`src/rtl/fifo_pkg.sv`:
```
// fifo_pkg
// Shared constants and width helpers for the synchronous FIFO control slice.
//   OB_DEPTH      : depth of the output register queue behind the memory
//   OB_CNT_WIDTH  : width of the output queue occupancy counter (0..OB_DEPTH)
//   ptr_width()   : pointer width for a given address width (one wrap bit)
//   count_width() : total occupancy width (memory + in-flight + output queue)
package fifo_pkg;

  localparam int OB_DEPTH     = 2;
  localparam int OB_CNT_WIDTH = 2;

  function automatic int ptr_width(input int addr_width);
    return addr_width + 1;
  endfunction

  function automatic int count_width(input int addr_width);
    return addr_width + 2;
  endfunction

endpackage

```
`src/rtl/fifo_out_buf.sv`:
```
// fifo_out_buf
// Two-entry in-order register queue that sits after the 1-cycle-latency
// memory read port. entry0 is always the head.
// Ports:
//   clk, rstn  : clock, asynchronous active-low reset
//   push       : write push_data at the tail this edge
//   push_data  : word to enqueue
//   pop        : drop the head this edge (only while cnt != 0)
//   head_data  : current head word (held stable until popped)
//   cnt        : number of valid entries, 0..OB_DEPTH
module fifo_out_buf
  import fifo_pkg::*;
#(
  parameter int DATA_WIDTH = 8
) (
  input  logic                    clk,
  input  logic                    rstn,
  input  logic                    push,
  input  logic [DATA_WIDTH-1:0]   push_data,
  input  logic                    pop,
  output logic [DATA_WIDTH-1:0]   head_data,
  output logic [OB_CNT_WIDTH-1:0] cnt
);

  localparam logic [OB_CNT_WIDTH-1:0] FULL_CNT = OB_CNT_WIDTH'(OB_DEPTH);

  logic [DATA_WIDTH-1:0] entry0;
  logic [DATA_WIDTH-1:0] entry1;

  assign head_data = entry0;

  // Push and pop in the same cycle keep the count; when the queue is full the
  // tail slides into the head and the new word takes the tail. The issue logic
  // upstream never pushes into a full queue without a simultaneous pop.
  always_ff @(posedge clk or negedge rstn) begin
    if (!rstn) begin
      entry0 <= '0;
      entry1 <= '0;
      cnt    <= '0;
    end else begin
      case ({push, pop})
        2'b10: begin
          if (cnt == '0) entry0 <= push_data;
          else           entry1 <= push_data;
          cnt <= cnt + 1'b1;
        end
        2'b01: begin
          entry0 <= entry1;
          cnt    <= cnt - 1'b1;
        end
        2'b11: begin
          if (cnt == FULL_CNT) begin
            entry0 <= entry1;
            entry1 <= push_data;
          end else begin
            entry0 <= push_data;
          end
        end
        default: ;
      endcase
    end
  end

endmodule

```
`src/rtl/sync_fifo_ctrl.sv`:
```
// sync_fifo_ctrl
// Control and output stage of a synchronous FIFO built around an external
// dual-port memory with 1-cycle read latency. Words are accepted on a
// valid/ready write side, written straight into memory, read back ahead of
// demand and staged in a 2-entry output queue that gives a first-word-
// fall-through valid/ready read side at one word per cycle.
// Ports:
//   clk, rstn                 : clock, asynchronous active-low reset
//   s_valid/s_ready/s_data    : write side, transfer on s_valid && s_ready
//   m_valid/m_ready/m_data    : read side (FWFT), pop on m_valid && m_ready
//   mem_write_en/addr/data    : memory write port
//   mem_read_en/addr          : memory read request
//   mem_read_data             : memory read data, valid the cycle after the request
//   count                     : words held (memory + in-flight read + output queue)
//   full                      : memory full (same as !s_ready)
//   empty                     : count == 0
module sync_fifo_ctrl
  import fifo_pkg::*;
#(
  parameter int DATA_WIDTH = 8,
  parameter int ADDR_WIDTH = 10
) (
  input  logic                  clk,
  input  logic                  rstn,
  input  logic                  s_valid,
  output logic                  s_ready,
  input  logic [DATA_WIDTH-1:0] s_data,
  output logic                  m_valid,
  input  logic                  m_ready,
  output logic [DATA_WIDTH-1:0] m_data,
  output logic                  mem_write_en,
  output logic [ADDR_WIDTH-1:0] mem_write_addr,
  output logic [DATA_WIDTH-1:0] mem_write_data,
  output logic                  mem_read_en,
  output logic [ADDR_WIDTH-1:0] mem_read_addr,
  input  logic [DATA_WIDTH-1:0] mem_read_data,
  output logic [ADDR_WIDTH+1:0] count,
  output logic                  full,
  output logic                  empty
);

  localparam int PW = ptr_width(ADDR_WIDTH);
  localparam int CW = count_width(ADDR_WIDTH);
  localparam logic [PW-1:0] MEM_DEPTH_P = {1'b1, {ADDR_WIDTH{1'b0}}};
  localparam logic [OB_CNT_WIDTH:0] OB_LIMIT = (OB_CNT_WIDTH+1)'(OB_DEPTH);

  logic [PW-1:0]           wr_ptr;
  logic [PW-1:0]           rd_ptr;
  logic [PW-1:0]           mem_cnt;
  logic                    rd_pend;
  logic                    mem_full;
  logic                    mem_empty;
  logic                    wr_accept;
  logic                    pop;
  logic                    issue;
  logic [OB_CNT_WIDTH-1:0] ob_cnt;
  logic [OB_CNT_WIDTH:0]   ob_claim;

  // The extra MSB on each pointer distinguishes full from empty when the
  // address bits are equal; plain modulo subtraction handles wrap-around.
  assign mem_cnt   = wr_ptr - rd_ptr;
  assign mem_full  = (mem_cnt == MEM_DEPTH_P);
  assign mem_empty = (mem_cnt == '0);

  assign s_ready   = !mem_full;
  assign full      = mem_full;
  assign wr_accept = s_valid && s_ready;

  assign mem_write_en   = wr_accept;
  assign mem_write_addr = wr_ptr[ADDR_WIDTH-1:0];
  assign mem_write_data = s_data;

  assign pop = m_valid && m_ready;

  // Slots of the output queue that will be occupied after this edge, counting
  // the read already in flight. A new read is only issued if its word is
  // guaranteed a slot when it lands next cycle.
  assign ob_claim = {1'b0, ob_cnt}
                  + {{OB_CNT_WIDTH{1'b0}}, rd_pend}
                  - {{OB_CNT_WIDTH{1'b0}}, pop};
  assign issue    = !mem_empty && (ob_claim < OB_LIMIT);

  assign mem_read_en   = issue;
  assign mem_read_addr = rd_ptr[ADDR_WIDTH-1:0];

  always_ff @(posedge clk or negedge rstn) begin
    if (!rstn) begin
      wr_ptr  <= '0;
      rd_ptr  <= '0;
      rd_pend <= 1'b0;
    end else begin
      if (wr_accept) wr_ptr <= wr_ptr + 1'b1;
      if (issue)     rd_ptr <= rd_ptr + 1'b1;
      rd_pend <= issue;
    end
  end

  fifo_out_buf #(
    .DATA_WIDTH(DATA_WIDTH)
  ) u_out_buf (
    .clk      (clk),
    .rstn     (rstn),
    .push     (rd_pend),
    .push_data(mem_read_data),
    .pop      (pop),
    .head_data(m_data),
    .cnt      (ob_cnt)
  );

  assign m_valid = (ob_cnt != '0);

  assign count = CW'(mem_cnt) + CW'(rd_pend) + CW'(ob_cnt);
  assign empty = (count == '0);

endmodule

```
`config.mk`:
```
export PLATFORM = sky130hd
export DESIGN_NAME = sync_fifo_ctrl
export DESIGN_NICKNAME = d
export VERILOG_FILES = /design/src/rtl/fifo_pkg.sv /design/src/rtl/fifo_out_buf.sv /design/src/rtl/sync_fifo_ctrl.sv
export SDC_FILE = /design/constraint.sdc
export NUM_CORES = 1
export LEC_CHECK = 0
export BUFFER_PORTS_ARGS = -buffer_cell sky130_fd_sc_hd__buf_2
export CAP_MARGIN = 10
export CORE_UTILIZATION = 50
export DETAILED_ROUTE_END_ITERATION = 6
export PLACE_DENSITY_LB_ADDON = 0.25
export SYNTH_ARGS = -nofsm -noshare
export SYNTH_HDL_FRONTEND = slang
export SYNTH_SLANG_ARGS = --single-unit
```
`constraint.sdc`:
```
create_clock -name clk -period 5.25 [get_ports clk]
set_clock_uncertainty 0.05 [all_clocks]
set_input_delay 0.525 -clock clk [delete_from_list [all_inputs] [get_ports clk]]
set_output_delay 0.525 -clock clk [all_outputs]
set_load 0.02 [all_outputs]
```
==> results of run 1 <==
worst reg2reg max path, cell delays in order, from the launching register on:
cell      delay, ps
dfrtp_1         430
inv_1           110
ha_1            170
inv_1            60
fa_1            410
a21o_1          210
a221oi_1        470
o21ai_0         200
xor2_1          330
and3b_1         260
and3_1          290
nor4_1          370
xnor2_1         160
flip-flops by register name, indices dropped and copies added (netlist names):
register / count
rd_pend: 1
rd_ptr: 11
u_out_buf.cnt: 2
u_out_buf.entry1: 8
u_out_buf.head_data: 8
wr_ptr: 11
synthesized netlist by cell type (6+ instances only):
cell      n  share of area, %
dfrtp_1  41                35
xnor2_1  33               9.8
buf_4    29               7.4
nand2_1  28               3.6
inv_1    23               2.9
ha_1     17               7.2
o21ai_0  13               2.2
nand4_1  10               2.1
nor2_1   10               1.3
a22oi_1   9               2.3
mux2_2    9               3.4
and3_1    8               1.7
xor2_1    8               2.4
nor3_1    7               1.2
a21oi_1   6               1.0
how the worst max path moves through the flow:
stage / startpoint / endpoint / cells after the start
floorplan: wr_ptr[0] / empty / 12
global placement: wr_ptr[0] / empty / 13
detailed placement: wr_ptr[0] / empty / 13
CTS: wr_ptr[0] / empty / 13
global route: wr_ptr[0] / empty / 13
finish: wr_ptr[0] / empty / 13
kinds of logic (layout without fill, tap and decap cells):
group	Yosys count	after routing	share of synthesized area (%)
AOI/OAI and AO/OA	47	47	11.2
xor gates and xnor gates	41	41	12.2
adders and majority gates	21	21	9.91
buffers and inverters	59	91	11.4
DFF	41	41	34.7
muxes	10	10	3.77
and+or+nand+nor	94	94	16.9
stage by stage:
step	util [%]	cell area, um^2
6_report	57.0	3200
5_1_grt	57.0	3200
4_1_cts	57.0	3200
3_5_place_dp	55.3	3100
3_3_place_gp	55.3	3100
2_1_floorplan	-	2950
layout make-up:
| cell class | count | area share (%) |
|---|---|---|
| clock inverter | 3 | 0.783 |
| multi-input combinational | 213 | 49.8 |
| timing repair buffer | 60 | 9.63 |
| tap | 72 | 2.82 |
| sequential | 41 | 32.1 |
| clock buffer | 5 | 2.15 |
| inverter | 23 | 2.70 |
per-layer routing:
metal	global-route usage (%)	wire, um	share of wire [%]	vias up
li1	-	-	-	1113
met4	8.55	146	2.5	0
met3	4.02	240	4.0	16
met1	25.7	2640	44	1052
met2	35.3	2910	49	55
met5	0	0	0	-
==> run_results.csv, run 1 <==
group,metric,value,unit
setup_path,path_buf_inv,3,
floorplan,io_pins,74,
layout,seqCellArea,1030,um^2
clock_tree,post_cts_buffers,0,
placed_design,place_inst,409,
layout,final_common_cell,"buf_2",
synth,synth_edf_count,0,
timing,worst_pin_slew,977,ps
clock_tree,cts_max_level,2,
placed_design,gp_congestion,0.767,
clock_tree,hold_buffers,0,
setup_path,slowest_delay,470,ps
floorplan,start_util,52.7,%
clock_tree,cts.sinks,41,
clock_tree,cts_tree,"built",
timing,hold_ws,286,ps
layout,antenna_cells,0,
setup_path,path_delay_family,"compound AO/OA/AOI/OAI gates",
synth,syn_inst,313,
detailed_routing,post_drt_wl_per_cell,14.2,um
timing,grt_setup_unrepaired,"false",
setup_path,reg2reg_depth,12,
detailed_routing,num_vias,2236,
synth,ys_seq_elements,41,
timing,post-route-period-util,88.6,%
floorplan,coreArea,5610,um^2
layout,drive_gt1_share,24.9,%
clock_tree,clkTransAtPathRegs,80,ps
floorplan,fp.dieH,78.9,um
timing,max_freq,0.215,GHz
detailed_routing,first_iter_violations,88,
setup_path,path_max_fanout,5,
synth,yosys_most_used_dff,"dfrtp_1",
clock_tree,cts_resized,0,
timing,finalWorstSetupSlack,597,ps
layout,fill_cells,537,
setup_path,ff2ff_setup_slack,1660,ps
global_routing,antenna_found_initial,0,
floorplan,die_width,78.9,um
synth,avgSynthCellArea,9.44,um^2
global_routing,track_usage,20.8,%
setup_path,crit_chain,"inv_1 -> ha_1 -> inv_1 -> fa_1 -> a21o_1 -> a221oi_1 -> o21ai_0 -> xor2_1 -> nand3_2 -> or3_4 -> or3_1 -> a2111oi_2 -> buf_2",
layout,nets,385,
clock_tree,clock_latency,300,ps
placed_design,post-place-ws,955,ps
run,cap_violations,0,
detailed_routing,routed_via_density,5.36,
setup_path,regToRegEndpoint,"rd_ptr[9]",
setup_path,cp_data_arrival_time,4080,ps
synth,syn_nets,354,
detailed_routing,drc_errors,0,
timing,slew_violations,0,
timing,fin_setup_tns,0,ps
detailed_routing,wirelength,5940,um
floorplan,fp-row-count,27,
detailed_routing,drtAntennaViolNets,0,
global_routing,grt_pass1_vias,2178,
setup_path,worstSetupPathType,"flip-flop to output pin",
setup_path,slowest_stage,"a221oi_1",
clock_tree,numCtsBuffers,5,
setup_path,r2r_start,"wr_ptr[0]",
floorplan,die-area,6220,um^2
clock_tree,clockRootBuffer,"clkbuf_8",
synth,yosys_warnings,0,
global_routing,overflow,0,
layout,areaGrowthSynthToFinish,8.22,%
synth,synth_cell_types,48,
timing,timing.final.crit_period,4650,ps
synth,netlist_area,2950,um^2
layout,multiInputGateArea,1590,um^2
global_routing,grt_pass1_wl,10100,um
layout,fin_cells,417,
clock_tree,clock_path_buffers,2,
timing,relSlewSlack,34.9,%
global_routing,grt_start_max_net_pins,42,
layout,final_cell_mix,"57 x buf_2, 41 x dfrtp_1, 33 x xnor2_1",
setup_path,end_kind,"output pin",
synth,async_flop_share,100,%
setup_path,worstSetupStartpointType,"flip-flop",
timing,setup_viol,0,
worst_hold_path,hold_path_class,"primary input to asynchronous set/reset pin",
status,status,"finished clean",
placed_design,place_hpwl,4570,um
setup_path,worstPathRequired,4680,ps
detailed_routing,dr.pass1.iters,4,
synth,yosysSeqAreaShare,34.7,%
setup_path,crit_path_frequent_cell,"inv_1",
placed_design,port_buffers,57,
timing,hold_viol,0,
Power of run 1 is not shown: default switching activity piles up to over one toggle a cycle in this logic, so the estimate is an artifact.
==> inputs of run 2 (changes only) <==
--- a/config.mk
+++ b/config.mk
@@ -5,6 +5,7 @@
 export SDC_FILE = /design/constraint.sdc
 export NUM_CORES = 1
 export LEC_CHECK = 0
+export ABC_AREA = 1
 export BUFFER_PORTS_ARGS = -buffer_cell sky130_fd_sc_hd__buf_2
 export CAP_MARGIN = 10
 export CORE_UTILIZATION = 50
==> run 2 against run 1 <==
  * Cell count up 41%
  * Wire length up 22%
  * Setup slack better by 790 ps
  * Critical endpoint is now mem_read_en
  * Clock-buffer cell count unchanged
  * Maximum frequency up 21%
  * Via count up 32%
==> run_results.csv, run 2 <==
group,metric,value,unit
synth,synthXorXnorAreaFrac,6.76,%
floorplan,io_pins,74,
clock_tree,clkTransAtPathRegs,90,ps
detailed_routing,wirelength,7240,um
clock_tree,cts_tree,"built",
synth,synth_compound_area_share,6.22,%
detailed_routing,post_drt_wl_per_cell,12.3,um
synth,yosysTopAreaCell,"dfrtp_1",
detailed_routing,dr.pass1.iters,4,
clock_tree,cts.sinks,41,
synth,yosysSeqAreaShare,29.5,%
setup_path,crit_chain,"inv_1 -> ha_1 -> inv_1 -> fa_1 -> nand2_2 -> nand2_2 -> nand3_2 -> nand2_1 -> nand2_1 -> o211ai_2 -> xnor2_1 -> nor2_1 -> nand2_1 -> nand2_2 -> inv_1 -> buf_2",
layout,largestRegisters,"rd_ptr: 11 flops, wr_ptr: 11 flops",
global_routing,grtUsageMet1,28.1,%
floorplan,fp-row-count,30,
global_routing,gr-max-usage-layer,"met2",
layout,fin_cells,586,
clock_tree,cts_resized,0,
timing,post-route-period-util,73.5,%
timing,slew_violations,0,
setup_path,ff2ff_setup_slack,2280,ps
setup_path,path_buf_inv,4,
layout,areaGrowthSynthToFinish,7.62,%
layout,fill_cells,648,
global_routing,overflow,0,
setup_path,path_max_fanout,12,
synth,synth_edf_count,0,
placed_design,gp_congestion,0.891,
setup_path,regToRegEndpoint,"rd_ptr[2]",
layout,drive_gt1_share,20.8,%
clock_tree,clock_latency,300,ps
global_routing,grt_pass1_vias,2721,
synth,yosys_warnings,0,
timing,hold_viol,0,
global_routing,use_met3,3.31,%
clock_tree,cts_max_level,2,
global_routing,grt_use_met2,34.5,%
global_routing,track_usage,20.9,%
layout,final_common_cell,"nand2_1",
synth,synthAdderAreaFrac,8.41,%
synth,synth_simple_gate_area_share,31.4,%
synth,ys_seq_elements,41,
floorplan,die-area,7300,um^2
setup_path,end_kind,"output pin",
clock_tree,post_cts_buffers,0,
synth,synth.most_common_cell,"nand2_1",
global_routing,antenna_found_initial,0,
status,status,"finished clean",
run,cap_violations,0,
timing,grt_setup_unrepaired,"false",
setup_path,slowest_stage,"dfrtp_1",
timing,hold_ws,299,ps
clock_tree,clockRootBuffer,"clkbuf_8",
synth,synth_top_family_by_area,"simple AND/OR/NAND/NOR gates",
setup_path,worstSetupStartpointType,"flip-flop",
floorplan,die_width,85.4,um
synth,synth_cell_types,38,
setup_path,cp.depth,16,
setup_path,path_delay_family,"simple AND/OR/NAND/NOR gates",
synth,async_flop_share,100,%
setup_path,worstPathRequired,4680,ps
layout,antenna_cells,0,
setup_path,slowest_delay,440,ps
synth,synth_top_area_share,29.5,%
setup_path,cp_data_arrival_time,3280,ps
setup_path,reg2reg_depth,16,
timing,max_freq,0.259,GHz
floorplan,start_util,51.5,%
setup_path,worstSetupPathType,"flip-flop to output pin",
floorplan,fp.dieH,85.4,um
placed_design,port_buffers,57,
clock_tree,hold_buffers,0,
timing,worst_pin_slew,971,ps
detailed_routing,drc_errors,0,
timing,timing.final.crit_period,3860,ps
synth,syn_nets,516,
timing,setup_viol,0,
placed_design,place_hpwl,5650,um
synth,synth_area_leaders,"dfrtp_1 29%, nand2_1 12%, nand3_1 8.2%, inv_1 7.2%, buf_4 6.3%",
synth,synthTopCellsByCount,"112 x nand2_1, 67 x inv_1, 57 x nand3_1",
detailed_routing,routed_via_density,5.04,
synth,netlist_area,3480,um^2
detailed_routing,first_iter_violations,115,
synth,avgSynthCellArea,7.33,um^2
global_routing,grt_pass1_wl,12100,um
global_routing,grt_start_max_net_pins,42,
detailed_routing,drtAntennaViolNets,0,
synth,synthMuxAreaShare,2.59,%
timing,relSlewSlack,35.3,%
placed_design,place_inst,578,
worst_hold_path,hold_path_class,"primary input to asynchronous set/reset pin",
timing,fin_setup_tns,0,ps
clock_tree,numCtsBuffers,5,
synth,yosys_most_used_dff,"dfrtp_1",
layout,final_cell_mix,"112 x nand2_1, 67 x inv_1, 57 x nand3_1, 57 x buf_2, 41 x dfrtp_1",
synth,syn_inst,475,
clock_tree,clock_path_buffers,2,
layout,nets,546,
floorplan,coreArea,6760,um^2
detailed_routing,num_vias,2953,
setup_path,r2r_start,"wr_ptr[0]",
-- run 2: cell type report --
| cell class | instances | area (um^2) | area share, % |
|---|---|---|---|
| clock buffer | 5 | 68.8 | 1.84 |
| clock inverter | 3 | 68.8 | 1.84 |
| inverter | 70 | 263 | 7.01 |
| multi-input combinational | 329 | 1930 | 51.4 |
| sequential | 41 | 1030 | 27.4 |
| tap | 80 | 100 | 2.67 |
| timing repair buffer | 58 | 293 | 7.82 |
-- run 2: worst register-to-register path: stages (launching register included) --
cell	delay [ps]
dfrtp_1	440
inv_1	100
ha_1	140
inv_1	70
fa_1	430
nand2_2	120
nand2_2	80
nand3_2	80
nand2_1	80
nand2_1	90
o211ai_2	110
xnor2_1	250
nor2_1	80
nand2_1	320
nand2_2	260
nand2_1	110
nand2_1	60
-- run 2: per-layer routing --
metal	up-vias	part of all wire, %	wire length, um
met1	1342	49	3570
met2	55	45	3280
li1	1546	-	-
met5	-	0	0
met4	0	1.3	97
met3	10	4.0	289
-- run 2: how the worst max path moves through the flow --
stage,slack [ps],endpoint,startpoint
final,1390,mem_read_en,wr_ptr[0]
after global routing,1080,mem_read_en,wr_ptr[0]
after CTS,1400,mem_read_en,wr_ptr[0]
after detailed placement,1730,mem_read_en,wr_ptr[0]
after global placement,1830,mem_read_en,u_out_buf.cnt[1]
after floorplan,1970,empty,wr_ptr[0]
-- run 2: cell families after synthesis --
group	after synthesis
adder cells (fa/ha/maj)	21
flip-flops	41
XOR/XNOR	26
buffers and inverters	105
AND/OR/NAND/NOR	238
multiplexers	8
AO/OA/AOI/OAI	36
-- run 2: per-stage QoR --
stage / worst slack [ps] / instance area (um^2) / util [%]
after CTS: 1400 / 3750 / 55.4
final: 1390 / 3750 / 55.4
after global routing: 1080 / 3750 / 55.4
after detailed placement: 1730 / 3610 / 53.4
after floorplan: 1970 / 3480 / -
after global placement: 1830 / 3610 / 53.4
Power of run 2 is left out for the same reason.
==> inputs of run 3 (changes only) <==
==> constraint.sdc (replaced) <==
create_clock -name clk -period 3.6 [get_ports clk]
set_clock_uncertainty 0.05 [all_clocks]
set_input_delay 0.36 -clock clk [delete_from_list [all_inputs] [get_ports clk]]
set_output_delay 0.36 -clock clk [all_outputs]
set_load 0.02 [all_outputs]
==> run 3 against run 2 <==
  * Cell count grew 0.68%
  * Core utilization is 1.5 points higher
  * Largest cell class unchanged
  * Register-to-register slack worse by 1500 ps
  * Non-clock buffer count up 4
  * Clock-buffer cell count is the same
  * Setup slack lost 1300 ps
  * Via count up 2.3%
  * Critical path type unchanged
  * Critical endpoint is now empty
  * Critical path depth up 1
==> run_results.csv, run 3 (synthesis gave the netlist of run 2 again) <==
group,metric,value,unit
layout,antenna_cells,0,
floorplan,start_util,51.5,%
setup_path,crit_chain,"inv_2 -> ha_4 -> inv_4 -> fa_2 -> ha_4 -> a21oi_1 -> nor2_1 -> nand3_1 -> nor2_2 -> nand3_2 -> nor2_2 -> nand2_1 -> nor2_1 -> nand2_1 -> nand3_1 -> nor2_1 -> buf_4",
clock_tree,clock_path_buffers,2,
layout,nets,550,
clock_tree,hold_buffers,0,
setup_path,reg2reg_depth,13,
layout,fill_cells,666,
floorplan,die-area,7300,um^2
placed_design,place_inst,581,
placed_design,place_hpwl,5630,um
layout,areaGrowthSynthToFinish,10.6,%
clock_tree,clkTransAtPathRegs,80,ps
global_routing,grtUsageMet1,29.1,%
layout,fin_cells,590,
floorplan,io_pins,74,
setup_path,r2r_start,"u_out_buf.cnt[0]",
timing,grt_setup_unrepaired,"true",
timing,post-route-period-util,97.1,%
detailed_routing,num_vias,3021,
timing,worst_pin_slew,1000,ps
layout,design_area,3850,um^2
layout,drive_gt1_share,24.5,%
timing,timing.final.crit_period,3500,ps
run,cap_violations,0,
global_routing,track_usage,21.3,%
setup_path,end_kind,"output pin",
placed_design,gp_congestion,0.838,
timing,max_freq,0.286,GHz
global_routing,antenna_found_initial,0,
setup_path,slowest_delay,500,ps
floorplan,die_width,85.4,um
timing,slew_violations,0,
setup_path,crit_path_frequent_cell,"nor2_1",
global_routing,overflow,0,
clock_tree,clock_latency,300,ps
timing,setup_viol,0,
layout,final_cell_mix,"112 x nand2_1, 64 x inv_1, 56 x buf_2",
global_routing,gr-max-usage-layer,"met2",
clock_tree,numCtsBuffers,5,
status,status,"finished clean",
layout,final_util,57.0,%
timing,hold_viol,0,
global_routing,use_met3,3.70,%
setup_path,worstPathRequired,3190,ps
timing,hold_ws,127,ps
global_routing,grt_pass1_wl,12500,um
global_routing,grt_pass1_vias,2845,
detailed_routing,drc_errors,0,
clock_tree,clockRootBuffer,"clkbuf_8",
layout,final_common_cell,"nand2_1",
detailed_routing,post_drt_wl_per_cell,12.5,um
floorplan,fp-row-count,30,
detailed_routing,drtAntennaViolNets,0,
placed_design,port_buffers,57,
setup_path,cp_data_arrival_time,3090,ps
clock_tree,cts.sinks,41,
setup_path,path_max_fanout,5,
timing,relSlewSlack,33.0,%
clock_tree,cts_max_level,2,
layout,largestRegisters,"rd_ptr: 11 flops, wr_ptr: 11 flops",
detailed_routing,routed_via_density,5.12,
worst_hold_path,hold_path_class,"primary input to asynchronous set/reset pin",
detailed_routing,wirelength,7390,um
clock_tree,cts_tree,"built",
setup_path,worstSetupPathType,"flip-flop to output pin",
global_routing,grt_start_max_net_pins,42,
placed_design,placed_cell_area,3630,um^2
detailed_routing,dr.pass1.iters,6,
setup_path,ff2ff_setup_slack,780,ps
floorplan,coreArea,6760,um^2
detailed_routing,first_iter_violations,162,
setup_path,slowest_stage,"fa_2",
setup_path,regToRegEndpoint,"rd_ptr[1]",
setup_path,worstSetupStartpointType,"flip-flop",
global_routing,grt_use_met2,34.7,%
floorplan,fp.dieH,85.4,um
## run 3: cell types whose count changed in the layout (fill, tap and decap cells not counted), moves of 3 or more
cell	before	now
buf_4	1	6
inv_1	67	64
nand3_1	57	54
nand3_2	3	6
nor2_1	30	25
nor2_2	0	5
## run 3: worst max-delay path by stage
stage / from / end / slack (ps) / cells past startpoint
after floorplan: wr_ptr[0] / empty / 490 / 14
after global placement: wr_ptr[0] / empty / 440 / 17
after detailed placement: wr_ptr[0] / empty / 340 / 17
after CTS: wr_ptr[0] / empty / 9 / 17
after global routing: wr_ptr[0] / empty / -100 / 16
final: wr_ptr[0] / empty / 100 / 17
## run 3: timing repair
item                                   4_1_cts  5_1_grt
endpoints found under the hold margin        0        0
setup buffers                                0        1
gates resized for setup                      0       20
setup endpoints to repair                    0        5
## run 3: per-stage QoR
step	setup slack, ps	TNS, ps
2_1_floorplan	489	0
3_3_place_gp	437	0
3_5_place_dp	345	0
4_1_cts	9.46	0
5_1_grt	-102	-113
6_report	103	0
## run 3: layer usage
layer	part of all wire, %	routed length, um
met5	0	0
met4	1.3	96
met3	4.8	354
met2	46	3430
met1	47	3510
## run 3: final cells by class
type / count / area (um^2) / share of cell area, %
clock buffer: 5 / 68.8 / 1.79
clock inverter: 3 / 68.8 / 1.79
inverter: 70 / 265 / 6.89
multi-input combinational: 329 / 1990 / 51.8
sequential: 41 / 1030 / 26.7
tap: 80 / 100 / 2.60
timing repair buffer: 62 / 325 / 8.45
## run 3: critical path: cells and delay by family (launching register included)
| kind | cells | cell delay (ps) |
|---|---|---|
| buffers and inverters | 3 | 290 |
| and+or+nand+nor | 10 | 1050 |
| adders and majority gates | 3 | 970 |
| AOI/OAI and AO/OA | 1 | 60 |
| DFF | 1 | 430 |
Power of run 3 is left out for the same reason.
